==> config.mk <==
export PLATFORM = sky130hd
export DESIGN_NAME = mul_pipe_hs
export DESIGN_NICKNAME = d
export VERILOG_FILES = /design/src/rtl/mul_pipe_hs.sv
export SDC_FILE = /design/constraint.sdc
export NUM_CORES = 1
export LEC_CHECK = 0
export BUFFER_PORTS_ARGS = -buffer_cell sky130_fd_sc_hd__buf_2
export CORE_UTILIZATION = 50
export CTS_CLUSTER_DIAMETER = 80
export DETAILED_ROUTE_END_ITERATION = 8
export PLACE_DENSITY = 0.64
export SETUP_SLACK_MARGIN = 0.15
export SYNTH_ARGS = -nofsm -noshare
export SYNTH_HDL_FRONTEND = slang
export SYNTH_SLANG_ARGS = --single-unit
==> constraint.sdc <==
create_clock -name clk -period 2.4 [get_ports clk]
set_clock_uncertainty 0.1 [all_clocks]
set_input_delay 0.36 -clock clk [delete_from_list [all_inputs] [get_ports clk]]
set_output_delay 0.36 -clock clk [all_outputs]
set_load 0.02 [all_outputs]
==> src/rtl/mul_pipe_hs.sv <==
// Pipelined WIDTH_A x WIDTH_B multiplier with valid/ready handshake, per-pair
// signed/unsigned mode, and result fitting by saturation or truncation.
module mul_pipe_hs #(
  parameter int WIDTH_A   = 16,
  parameter int WIDTH_B   = 16,
  parameter int WIDTH_MUL = 32,
  parameter int STAGE     = 2,
  parameter int SAT       = 0
) (
  input  logic                 clk,
  input  logic                 rst_n,
  input  logic                 in_valid,
  output logic                 in_ready,
  input  logic [WIDTH_A-1:0]   a,
  input  logic [WIDTH_B-1:0]   b,
  input  logic                 signed_mode,
  output logic                 out_valid,
  input  logic                 out_ready,
  output logic [WIDTH_MUL-1:0] out,
  output logic                 ovf
);

  localparam int WP = WIDTH_A + WIDTH_B;
  localparam int FW = WP + 1;

  logic                 a_neg;
  logic                 b_neg;
  logic [WIDTH_A-1:0]   mag_a;
  logic [WIDTH_B-1:0]   mag_b;
  logic [WP-1:0]        prod;
  logic                 neg;
  logic [FW-1:0]        full;
  logic [WIDTH_MUL-1:0] fit_res;
  logic                 fit_ovf;
  logic                 adv;
  logic                 accept;

  logic [STAGE-1:0]                vld_q;
  logic [STAGE-1:0]                ovf_q;
  logic [STAGE-1:0][WIDTH_MUL-1:0] res_q;

  // Sign-magnitude multiply; the most-negative operand keeps its full magnitude.
  always_comb begin
    a_neg = signed_mode & a[WIDTH_A-1];
    b_neg = signed_mode & b[WIDTH_B-1];
    mag_a = a_neg ? (WIDTH_A'(0) - a) : a;
    mag_b = b_neg ? (WIDTH_B'(0) - b) : b;
    prod  = WP'(mag_a) * WP'(mag_b);
    neg   = (a_neg ^ b_neg) && (prod != '0);
    full  = neg ? (FW'(0) - {1'b0, prod}) : {1'b0, prod};
  end

  generate
    if (WIDTH_MUL >= FW) begin : g_wide
      // Unsigned products are never negative, so sign extension doubles as zero extension.
      assign fit_res = WIDTH_MUL'($signed(full));
      assign fit_ovf = 1'b0;
    end else begin : g_narrow
      localparam logic [WIDTH_MUL-1:0] SMIN = WIDTH_MUL'(1) << (WIDTH_MUL - 1);
      localparam logic [WIDTH_MUL-1:0] SMAX = ~SMIN;

      logic [FW-WIDTH_MUL:0]   hi_s;
      logic [FW-WIDTH_MUL-1:0] hi_u;
      logic                    fits;

      always_comb begin
        hi_s    = full[FW-1:WIDTH_MUL-1];
        hi_u    = full[FW-1:WIDTH_MUL];
        fits    = signed_mode ? ((hi_s == '0) || (hi_s == '1)) : (hi_u == '0);
        fit_ovf = !fits;
        if (fits || (SAT == 0)) begin
          fit_res = full[WIDTH_MUL-1:0];
        end else if (signed_mode && full[FW-1]) begin
          fit_res = SMIN;
        end else if (signed_mode) begin
          fit_res = SMAX;
        end else begin
          fit_res = '1;
        end
      end
    end
  endgenerate

  assign out_valid = vld_q[STAGE-1];
  assign out       = res_q[STAGE-1];
  assign ovf       = ovf_q[STAGE-1];
  assign adv       = out_ready || !out_valid;
  assign in_ready  = adv;
  assign accept    = in_valid && adv;

  // The whole pipe moves in lockstep; empty slots carry zeros so out stays clean.
  always_ff @(posedge clk or negedge rst_n) begin
    if (!rst_n) begin
      vld_q <= '0;
      ovf_q <= '0;
      res_q <= '0;
    end else if (adv) begin
      vld_q[0] <= accept;
      ovf_q[0] <= accept & fit_ovf;
      res_q[0] <= accept ? fit_res : '0;
      for (int i = 1; i < STAGE; i++) begin
        vld_q[i] <= vld_q[i-1];
        ovf_q[i] <= ovf_q[i-1];
        res_q[i] <= res_q[i-1];
      end
    end
  end

endmodule

==> reports/metrics.yaml <==
synth_top_family_by_area: "adder cells"
mostFrequentLayoutCells: "362 x buf_4, 291 x nand2_1, 213 x inv_1"
synthTopCellsByArea: "fa_1 29%, dfrtp_1 13%, ha_1 10%"
ys_seq_area_share_pct: 12.8
grt_max_degree: 69
h-tree-depth: 3
numPortBuffers: 71
worstSetupPathType: "input port to register"
yosys_warnings: 0
grt_pass1_wl_um: 64500
clkSinkCount: 68
regToRegSetupSlack_ns: 0.46
dr_total_vias: 12758
firstDrtPassIters: 7
worst_path_max_delay_cell: "or4_4"
hpwl_um: 33200
start_kind: "input port"
first_global_vias: 13099
start_util_pct: 51.0
violations: "setup timing"
numCtsBuffers: 9
yosys.area_share.simple_pct: 21.7
place_congestion: 0.951
r2r_start: "vld_q[1]$_DFFE_PN0N_"
fin_nets: 2368
n_antenna_cell: 0
clockBufferDepth: 2
cp_data_arrival_time_ns: 7.92
clk_pin_slew_ns: 0.05
die-height_um: 165
fmax_ghz: 0.128
wl_um: 40600
via_per_inst: 5.38
synth_area_per_cell_um2: 8.23
syn2layout_area_growth_pct: 44.5
placed_cells: 2299
drv_slew: 0
worst_path_most_repeated_cell: "fa_1"
finalSetupTns_ns: -152.73
syn_area_um2: 13300
synthArstFlopShare_pct: 100
end_kind: "register"
ys.flop_type: "dfrtp_1"
max_cap_violations: 0
cts_tree: "built"
min_path_cells: 2
syn_inst: 1617
grt_overflow: 0
drc: 0
instances_no_fill: 2370
status: "complete, but fails checks"
clk_latency_ns: 0.32
yosys.area_share.adder_pct: 39.3
rsz0062_at_grt: "yes"
synth-xor-area-share_pct: 4.87
synth-edff-count: 0
period_share_pct: 326
ys_seq_elements: 68
cts_root_buffer: "clkbuf_16"
cpPeakStageDelay_ns: 0.56
synth.area.mux_share_pct: 0.696
synth_compound_area_share_pct: 10.4
rows: 59
layout_commonest_cell: "buf_4"
hp-class: "input port to register"
crit_fanout: 6
worst_pin_slew_ns: 0.668
final_layout_size_suffix_gt1_share_pct: 39.0
ioPinCount: 72
syn_nets: 1955
fin_crit_ns: 7.83
core_um2: 26100
timing.slew.headroom_pct: 55.5
worstRegToRegCells: 6
synth_top_area_share_pct: 29.2
dieArea_um2: 27300
grt_use_total_pct: 30.4
routedWlPerCell_um: 17.1
hold_viol: 0
fin_ws_ns: -5.43
synth_cell_type_count: 81
worstReg2RegEnd: "res_q[11]$_DFFE_PN0N_"
crit_required_ns: 2.49
worstSetupStartpoint: "a[4]"
dieWidth_um: 165
drtIter0Drc: 861
ant_nets: 0
synth_top_area_cell: "fa_1"
endpoint: "res_q[18]$_DFFE_PN0N_"
setup_viol: 32
antenna_found_initial: 0
## synthesized netlist by cell type, types with 11 or more instances
cell type	instances
xor2_1	33
a21oi_1	43
xnor2_1	41
dfrtp_1	68
o211ai_1	15
fa_1	194
nand2b_1	11
or3_1	13
nand3_1	28
clkbuf_1	46
o21ai_0	32
inv_1	243
ha_1	107
nor3_1	20
nand2_1	307
nor2_1	177
and2_1	18
buf_4	33
## state kept, by name, summed over array words and instances (netlist names)
| signal | flops |
|---|---|
| out | 32 |
| res_q | 32 |
| ovf_q | 2 |
| vld_q | 2 |
## stage by stage
stage	worst slack, ns	hold slack, ns	instance area, µm²	utilization, %
3_3_place_gp	-5.93	0.300	17200	66.1
5_1_grt	-5.68	0.220	19200	73.8
3_5_place_dp	-6.00	0.297	17200	66.1
4_1_cts	-5.34	0.207	18500	71.1
2_1_floorplan	-5.50	-0.0356	14200	-
6_report	-5.43	0.213	19200	73.8
## per-layer routing
metal | up-vias | global-route usage (%) | share of wire [%]
li1 | 5971 | - | -
met1 | 6288 | 36.7 | 40
met4 | 0 | 13.3 | 4.6
met2 | 398 | 55.6 | 51
met3 | 101 | 1.90 | 4.2
met5 | - | 0 | 0
## critical path: cells and delay by family
family,cells,cell delay (ns)
adder cells (fa/ha/maj),7,3.35
multiplexers,1,0.19
buffers and inverters,8,0.75
AO/OA/AOI/OAI,6,1.33
XOR/XNOR,1,0.21
AND/OR/NAND/NOR,7,1.70
## repair_timing
item                       4_1_cts  5_1_grt
gates resized for setup        162      119
setup buffers                   30       22
hold buffers                     1        0
setup endpoints to repair       32       32
pin swaps                      115      105
hold endpoints to repair        68        0
cloned                           2        0
## worst min-delay path by stage
stage	from	endpoint
after floorplan	rst_n	out[0]$_DFFE_PN0N_
after global placement	rst_n	out[3]$_DFFE_PN0N_
final	in_valid	res_q[0]$_DFFE_PN0N_
after CTS	in_valid	res_q[0]$_DFFE_PN0N_
after global routing	in_valid	res_q[0]$_DFFE_PN0N_
after detailed placement	rst_n	out[3]$_DFFE_PN0N_
## layout make-up
cell class,count,area (µm²)
inverter,243,920
timing repair buffer,489,3880
fill,1954,6830
clock inverter,5,37.5
sequential,68,1700
clock buffer,11,243
tap,335,419
multi-input combinational,1219,12000
## cell families (layout without fill, tap and decap cells)
family / after synthesis / in the layout
DFF: 68 / 68
and+or+nand+nor: 642 / 642
adders and majority gates: 301 / 301
xor gates and xnor gates: 74 / 74
muxes: 9 / 9
buffers and inverters: 330 / 748
AOI/OAI and AO/OA: 193 / 193
Power is not shown: default switching activity piles up to over one toggle a cycle in this logic, so the estimate is an artifact.
